File: config.mk
export PLATFORM = sky130hd
export DESIGN_NAME = axi_ar_gen_flat
export DESIGN_NICKNAME = d
export VERILOG_FILES = /design/src/rtl/axi_pkg.sv /design/src/rtl/axi_ar_gen_if.sv /design/src/rtl/axi_ar_len_calc.sv /design/src/rtl/axi_ar_gen.sv /design/src/flat_wrapper.sv
export SDC_FILE = /design/constraint.sdc
export NUM_CORES = 1
export LEC_CHECK = 0
export ABC_AREA = 1
export ABC_CLOCK_PERIOD_IN_PS = 2700
export CORE_MARGIN = 1.5
export CORE_UTILIZATION = 50
export CTS_BUF_LIST = sky130_fd_sc_hd__clkbuf_4 sky130_fd_sc_hd__clkbuf_8
export CTS_CLUSTER_DIAMETER = 200
export DETAILED_ROUTE_END_ITERATION = 7
export PLACE_DENSITY = 0.82
export RECOVER_POWER = 25
export SETUP_SLACK_MARGIN = 0.15
export SLEW_MARGIN = 20
export SYNTH_ARGS = -nofsm -noshare
export SYNTH_HDL_FRONTEND = slang
export SYNTH_SLANG_ARGS = --single-unit
File: constraint.sdc
create_clock -name clk -period 2.7 [get_ports clk]
set_input_delay 0.54 -clock clk [delete_from_list [all_inputs] [get_ports clk]]
set_output_delay 0.54 -clock clk [all_outputs]
set_load 0.02 [all_outputs]
File: src/rtl/axi_pkg.sv
// Shared AXI constants and the burst-generator FSM state encoding.
// Latency: n/a (declarations only).
// Backpressure: n/a.
package axi_pkg;

  localparam logic [1:0]  BURST_INCR     = 2'b01;
  localparam int          BOUNDARY_BITS  = 12;
  localparam logic [12:0] BOUNDARY_BYTES = 13'h1000;

  typedef enum logic [1:0] {
    ST_IDLE  = 2'd0,
    ST_CALC  = 2'd1,
    ST_ISSUE = 2'd2
  } state_t;

  // AxSIZE encoding: log2 of the number of bytes per beat
  function automatic logic [2:0] size_enc(input int beat_bytes);
    logic [2:0] r;
    r = 3'd0;
    for (int i = 0; i < 8; i++) begin
      if ((1 << i) == beat_bytes) r = 3'(i);
    end
    return r;
  endfunction

endpackage

File: src/rtl/axi_ar_gen_if.sv
// Command-in / AR-out signal bundle for the read-address burst generator.
// Latency: n/a (wires only).
// Backpressure: valid/ready on both the command and AR sides.
interface axi_ar_gen_if #(
  parameter int AW = 32
);
  logic          cmd_valid;
  logic          cmd_ready;
  logic [AW-1:0] cmd_addr;
  logic [23:0]   cmd_bytes;
  logic          ar_valid;
  logic          ar_ready;
  logic [AW-1:0] ar_addr;
  logic [7:0]    ar_len;
  logic [2:0]    ar_size;
  logic [1:0]    ar_burst;

  // generator side: takes commands, drives the AR channel
  modport master (
    input  cmd_valid, cmd_addr, cmd_bytes, ar_ready,
    output cmd_ready, ar_valid, ar_addr, ar_len, ar_size, ar_burst
  );

  // environment side: issues commands, accepts AR requests
  modport slave (
    output cmd_valid, cmd_addr, cmd_bytes, ar_ready,
    input  cmd_ready, ar_valid, ar_addr, ar_len, ar_size, ar_burst
  );
endinterface

File: src/rtl/axi_ar_len_calc.sv
// Beats for the next burst: min(remaining, MAX_BEATS, beats left before 4 KB page end).
// Latency: purely combinational.
// Backpressure: none.
module axi_ar_len_calc
  import axi_pkg::*;
#(
  parameter int DW        = 64,
  parameter int MAX_BEATS = 16
) (
  input  logic [23:0] rem_beats,
  input  logic [11:0] addr_low,
  output logic [8:0]  beats
);

  localparam int BSH = $clog2(DW / 8);

  logic [12:0] bnd_bytes;
  logic [23:0] bnd_beats;
  logic [23:0] max_beats;
  logic [23:0] m_rem;
  logic [23:0] m_all;

  // addr_low is beat-aligned, so the page remainder divides exactly
  assign bnd_bytes = BOUNDARY_BYTES - {1'b0, addr_low};
  assign bnd_beats = 24'(bnd_bytes >> BSH);
  assign max_beats = 24'(MAX_BEATS);

  assign m_rem = (rem_beats < max_beats) ? rem_beats : max_beats;
  assign m_all = (m_rem < bnd_beats) ? m_rem : bnd_beats;

  // result never exceeds MAX_BEATS (<= 256), so 9 bits hold it
  assign beats = 9'(m_all);

endmodule

File: src/rtl/axi_ar_gen.sv
// Splits a linear read command into AXI4 INCR bursts (<= MAX_BEATS, no 4 KB crossing).
// Latency: accept -> first ar_valid 2 cycles; one CALC bubble between bursts; done 1 cycle after last AR.
// Backpressure: ar_* held stable until ar_ready; cmd_ready low while a command is in progress.
// Optional AXI_AR_GEN_STAT_EN adds stat_bursts, a saturating count of AR handshakes.
module axi_ar_gen
  import axi_pkg::*;
#(
  parameter int DW        = 64,
  parameter int AW        = 32,
  parameter int MAX_BEATS = 16
) (
  input  logic          clk,
  input  logic          rst_n,
  axi_ar_gen_if.master  bus,
  output logic          busy,
  output logic          done
`ifdef AXI_AR_GEN_STAT_EN
  ,
  output logic [15:0]   stat_bursts
`endif
);

  localparam int            BB         = DW / 8;
  localparam int            BSH        = $clog2(BB);
  localparam logic [AW-1:0] ALIGN_MASK = ~(AW'(BB - 1));

  state_t        state_q, state_d;
  logic          done_q, done_d;
  logic [AW-1:0] addr_q;
  logic [23:0]   rem_q;
  logic [8:0]    beats_q;
  logic [AW-1:0] ar_addr_q;
  logic [7:0]    ar_len_q;

  logic          cmd_fire;
  logic          ar_fire;
  logic [23:0]   cmd_beats;
  logic [23:0]   rem_after;
  logic [8:0]    calc_beats;
  logic [AW-1:0] step_bytes;

  assign cmd_beats  = bus.cmd_bytes >> BSH;
  assign cmd_fire   = (state_q == ST_IDLE) && bus.cmd_valid;
  assign ar_fire    = (state_q == ST_ISSUE) && bus.ar_ready;
  assign rem_after  = rem_q - {15'd0, beats_q};
  assign step_bytes = AW'(beats_q) << BSH;

  axi_ar_len_calc #(
    .DW        (DW),
    .MAX_BEATS (MAX_BEATS)
  ) u_len_calc (
    .rem_beats (rem_q),
    .addr_low  (addr_q[BOUNDARY_BITS-1:0]),
    .beats     (calc_beats)
  );

  // next-state and done pulse decode
  always_comb begin
    state_d = state_q;
    done_d  = 1'b0;
    unique case (state_q)
      ST_IDLE: begin
        if (bus.cmd_valid) begin
          if (cmd_beats == 24'd0) done_d  = 1'b1;
          else                    state_d = ST_CALC;
        end
      end
      ST_CALC: state_d = ST_ISSUE;
      ST_ISSUE: begin
        if (bus.ar_ready) begin
          if (rem_after == 24'd0) begin
            state_d = ST_IDLE;
            done_d  = 1'b1;
          end else begin
            state_d = ST_CALC;
          end
        end
      end
      default: state_d = ST_IDLE;
    endcase
  end

  // state register and registered done pulse
  always_ff @(posedge clk or negedge rst_n) begin
    if (!rst_n) begin
      state_q <= ST_IDLE;
      done_q  <= 1'b0;
    end else begin
      state_q <= state_d;
      done_q  <= done_d;
    end
  end

  // command cursor and registered AR fields; AR fields only change in CALC so they are stable in ISSUE
  always_ff @(posedge clk or negedge rst_n) begin
    if (!rst_n) begin
      addr_q    <= '0;
      rem_q     <= '0;
      beats_q   <= '0;
      ar_addr_q <= '0;
      ar_len_q  <= '0;
    end else begin
      if (cmd_fire) begin
        addr_q <= bus.cmd_addr & ALIGN_MASK;
        rem_q  <= cmd_beats;
      end
      if (state_q == ST_CALC) begin
        ar_addr_q <= addr_q;
        ar_len_q  <= 8'(calc_beats - 9'd1);
        beats_q   <= calc_beats;
      end
      if (ar_fire) begin
        addr_q <= addr_q + step_bytes;
        rem_q  <= rem_after;
      end
    end
  end

  // ar_valid decodes the state register only, so it never depends on ar_ready
  assign bus.ar_valid  = (state_q == ST_ISSUE);
  assign bus.ar_addr   = ar_addr_q;
  assign bus.ar_len    = ar_len_q;
  assign bus.ar_size   = size_enc(BB);
  assign bus.ar_burst  = BURST_INCR;
  assign bus.cmd_ready = (state_q == ST_IDLE);
  assign busy          = (state_q != ST_IDLE);
  assign done          = done_q;

`ifdef AXI_AR_GEN_STAT_EN
  logic [15:0] stat_q;

  // saturating AR handshake counter
  always_ff @(posedge clk or negedge rst_n) begin
    if (!rst_n)                          stat_q <= '0;
    else if (ar_fire && stat_q != 16'hFFFF) stat_q <= stat_q + 16'd1;
  end

  assign stat_bursts = stat_q;
`endif

endmodule

File: src/flat_wrapper.sv
// flat-port wrapper written by rule: the top's interface ports become plain ports
module axi_ar_gen_flat import axi_pkg::*;
#(
  parameter int DW        = 64,
  parameter int AW        = 32,
  parameter int MAX_BEATS = 16
)
  (clk, rst_n, busy, done, bus_cmd_valid, bus_cmd_addr, bus_cmd_bytes, bus_ar_ready, bus_cmd_ready, bus_ar_valid, bus_ar_addr, bus_ar_len, bus_ar_size, bus_ar_burst);
  axi_ar_gen_if #(.AW(AW)) bus_i ();
  input  logic clk;
  input  logic rst_n;
  output logic busy;
  output logic done;
  input wire logic [$bits(bus_i.cmd_valid)-1:0] bus_cmd_valid;
  input wire logic [$bits(bus_i.cmd_addr)-1:0] bus_cmd_addr;
  input wire logic [$bits(bus_i.cmd_bytes)-1:0] bus_cmd_bytes;
  input wire logic [$bits(bus_i.ar_ready)-1:0] bus_ar_ready;
  output wire logic [$bits(bus_i.cmd_ready)-1:0] bus_cmd_ready;
  output wire logic [$bits(bus_i.ar_valid)-1:0] bus_ar_valid;
  output wire logic [$bits(bus_i.ar_addr)-1:0] bus_ar_addr;
  output wire logic [$bits(bus_i.ar_len)-1:0] bus_ar_len;
  output wire logic [$bits(bus_i.ar_size)-1:0] bus_ar_size;
  output wire logic [$bits(bus_i.ar_burst)-1:0] bus_ar_burst;
  assign bus_i.cmd_valid = bus_cmd_valid;
  assign bus_i.cmd_addr = bus_cmd_addr;
  assign bus_i.cmd_bytes = bus_cmd_bytes;
  assign bus_i.ar_ready = bus_ar_ready;
  assign bus_cmd_ready = bus_i.cmd_ready;
  assign bus_ar_valid = bus_i.ar_valid;
  assign bus_ar_addr = bus_i.ar_addr;
  assign bus_ar_len = bus_i.ar_len;
  assign bus_ar_size = bus_i.ar_size;
  assign bus_ar_burst = bus_i.ar_burst;
  axi_ar_gen #(.DW(DW), .AW(AW), .MAX_BEATS(MAX_BEATS)) u_core (.clk(clk), .rst_n(rst_n), .bus(bus_i), .busy(busy), .done(done));
endmodule
==> impl_metrics.json <==
{
  "status": "finished with violations",
  "violations": "capacitance limit, slew limit, setup timing",
  "drv_slew": 32,
  "p_clk_share_pct": 9.0,
  "critPathArrivalTime_ns": 3.62,
  "rows": 41,
  "numCtsBuffers": 9,
  "p_sw_w": 0.00638,
  "irDropWorstVdd_mv": 0.729,
  "nets": 1174,
  "fin_area_mm2": 0.00933,
  "synth.yosys.seq_area_share_pct": 38.4,
  "antenna_found_initial": 0,
  "syn_inst": 886,
  "setup_viol": 27,
  "sw_frac_of_total_pct": 49.4,
  "ys_seq_elements": 102,
  "die_h_um": 118,
  "power_density_mw_per_mm2": 1380,
  "instances_no_fill": 1259,
  "drive_above_1_share_pct": 22.6,
  "timing.hold.ws_ns": 0.480,
  "hold_buffers": 0,
  "synth_flop_cell": "dfrtp_1",
  "ys_warn_count": 0,
  "setup_ws_ns": -0.615,
  "slew_headroom_pct": -17.5,
  "grt_overflow_total": 0,
  "synth_area_mm2": 0.00665,
  "synth.avg_cell_area_um2": 7.50,
  "post-dp-hpwl_um": 13500,
  "gp_congestion": 0.891,
  "cp-end-kind": "register",
  "cap_viol_max_count": 1,
  "synth_top_cells_by_area": "dfrtp_1, nand2_1, inv_1, ha_1, o21ai_0",
  "fin_skew_ns": 0.0203,
  "die_x_um": 118,
  "cts_tree": "done",
  "start_util_pct": 52.1,
  "synth_top_area_share_pct": 38.4,
  "start_kind": "register",
  "drc": 0,
  "num_antenna_cells": 0,
  "mostFrequentLayoutCells": "nand2_1, buf_4, dfrtp_1, inv_1, clkdlybuf4s50_1",
  "track_usage_pct": 29.0,
  "power_frac_seq_pct": 22.2,
  "setup_total_negative_slack_ns": -8.60,
  "drtIter0Drc": 948,
  "place_area_mm2": 0.00834,
  "period_share_pct": 123,
  "path_class": "reg -> reg",
  "critPathMaxFanout": 4,
  "num_vias": 7316,
  "worst_ep_required_time_ns": 3.00,
  "drtPass1Iterations": 5,
  "grt_pass1_wl_um": 32500,
  "p_comb_share_pct": 68.9,
  "report.final.hold_viol_count": 0,
  "drt-total-wl_um": 22900,
  "clock_latency_ns": 0.40,
  "synth_area_leader_cell": "dfrtp_1",
  "routed_via_density": 5.81,
  "fin_crit_ns": 3.31,
  "die-area_mm2": 0.0140,
  "wl_per_cell_um": 18.2,
  "cts_htree_levels": 3,
  "ios": 109,
  "synth_edf_count": 0,
  "synth.distinct_cells": 45,
  "async_flop_share_pct": 100,
  "leakagePower_nw": 4.42,
  "clock_path_buffers": 2,
  "hold_path_class": "reg -> reg",
  "path_common_cell": "nand2_1",
  "grt_setup_unrepaired": "yes",
  "clock-sinks": 102,
  "path_cells": "inv_1 > buf_4 > ha_1 > xor2_1 > ha_1 > nand2_1 > inv_1 > nand2_1 > nand2_1 > nand2_1 > nand2_2 > nand2_4 > buf_4 > nand3_1 > nand2_4 > nand3_1 > nor2_1 > nand3_1 > nand2_1 > inv_1",
  "root_buffer": "clkbuf_8",
  "fmax_mhz": 302,
  "p_int_w": 0.00654,
  "max_slew.worst_pin.slew_ns": 1.76,
  "clk_pin_slew_worst_paths_ns": 0.11,
  "slowest_stage": "dfrtp_1",
  "grt_max_degree": 50,
  "max_stage_delay_ns": 0.44,
  "layout_commonest_cell": "nand2_1",
  "io_buffer_count": 94,
  "cp_top_family": "simple AND/OR/NAND/NOR gates",
  "ant_nets": 0,
  "fin_util_pct": 73.1,
  "area_growth_pct": 40.4,
  "fp.coreArea_mm2": 0.0128,
  "dp.cells": 1204,
  "path_buf_inv": 5,
  "grt_pass1_vias": 6765
}
## flip-flops by register name, indices dropped and copies added (netlist names)
name	cells
u_core.done	1
u_core.state_q	2
u_core.beats_q	9
u_core.bus.ar_len	8
u_core.rem_q	24
u_core.bus.ar_addr	29
u_core.addr_q	29
## per-stage QoR
| stage | total power, W | worst slack, ns |
|---|---|---|
| final | 0.0129 | -0.615 |
| after global routing | 0.0137 | -0.762 |
| after CTS | 0.0117 | -0.182 |
| after detailed placement | 0.00994 | -0.231 |
| after global placement | 0.00978 | -0.162 |
| after floorplan | 0.00722 | -0.0387 |
## worst paths after layout
kind                                              from                endpoint  slack [ns]  depth (start not counted)
worst max-delay path                  u_core.addr_q[4]    u_core.bus.ar_len[7]       -0.61                         20
worst min-delay path            u_core.bus.ar_addr[31]  u_core.bus.ar_addr[31]        0.48                          2
worst max register to register        u_core.addr_q[4]    u_core.bus.ar_len[7]       -0.61                         20
worst min register to register  u_core.bus.ar_addr[31]  u_core.bus.ar_addr[31]        0.48                          2
max in group asynchronous                        rst_n        u_core.addr_q[5]        0.47                          2
min in group asynchronous                        rst_n  u_core.bus.ar_addr[28]        0.59                          1
## cell families after synthesis
group,synth area share (%)
flops,38.4
compound gates,15.5
fa+ha+maj,6.25
other cells,0.113
xor+xnor,5.14
simple gates,25.8
buf+inv,8.75
## cell usage after synthesis, types with 3 or more instances
cell      number
nand3_1       51
nor4_1         5
nand4_1        9
xnor2_1        4
xor2_1        35
nand2_2       10
dfrtp_1      102
o22ai_1       13
buf_4          8
o21ai_0       66
nor2_2         8
o21ai_1        7
o221ai_1       5
clkbuf_1      26
inv_2          3
a21oi_1       46
ha_1          30
inv_1        109
nor3_1        14
or2_2          5
nand2_1      195
a21o_1         3
nor3_4         3
o211ai_1      11
o21a_1         3
a22oi_1       12
nor2_1        77
## layer usage
| metal | routed length (µm) | track usage [%] | vias up |
|---|---|---|---|
| li1 | - | - | 3281 |
| met1 | 8940 | 38.3 | 3423 |
| met2 | 10700 | 48.0 | 503 |
| met3 | 2090 | 4.15 | 109 |
| met4 | 1170 | 11.3 | 0 |
| met5 | 0 | 0 | - |
## final cells by class
cell class / instances / area (µm²)
flip-flops and latches: 102 / 2550
clock buffers: 10 / 131
clock inverters: 6 / 91.3
repair buffers: 209 / 1880
inverters: 112 / 430
well taps: 172 / 215
multi-input cells: 648 / 4030
fillers: 885 / 3440
## power groups by stage
stage,clock network (W),logic [W],registers [W]
4_1_cts,0.00115,0.00778,0.00278
3_3_place_gp,0,0.00700,0.00278
2_1_floorplan,0,0.00417,0.00305
3_5_place_dp,0,0.00713,0.00281
5_1_grt,0.00122,0.00958,0.00293
6_report,0.00116,0.00889,0.00286
## worst register-to-register path, stage by stage (launching register included)
cell     delay, ns
dfrtp_1       0.44
inv_1         0.10
buf_4         0.16
ha_1          0.19
xor2_1        0.44
ha_1          0.34
nand2_1       0.08
inv_1         0.05
nand2_1       0.07
nand2_1       0.06
nand2_1       0.14
nand2_2       0.10
nand2_4       0.12
buf_4         0.16
nand3_1       0.14
nand2_4       0.16
nand3_1       0.11
nor2_1        0.14
nand3_1       0.09
nand2_1       0.08
inv_1         0.04
## repair_timing
item,4_1_cts,5_1_grt
resized for setup,65,58
buffers inserted,24,15
pin swaps,28,16
setup endpoints to repair,24,43
No activity file was read; power rests on OpenSTA's default activity.
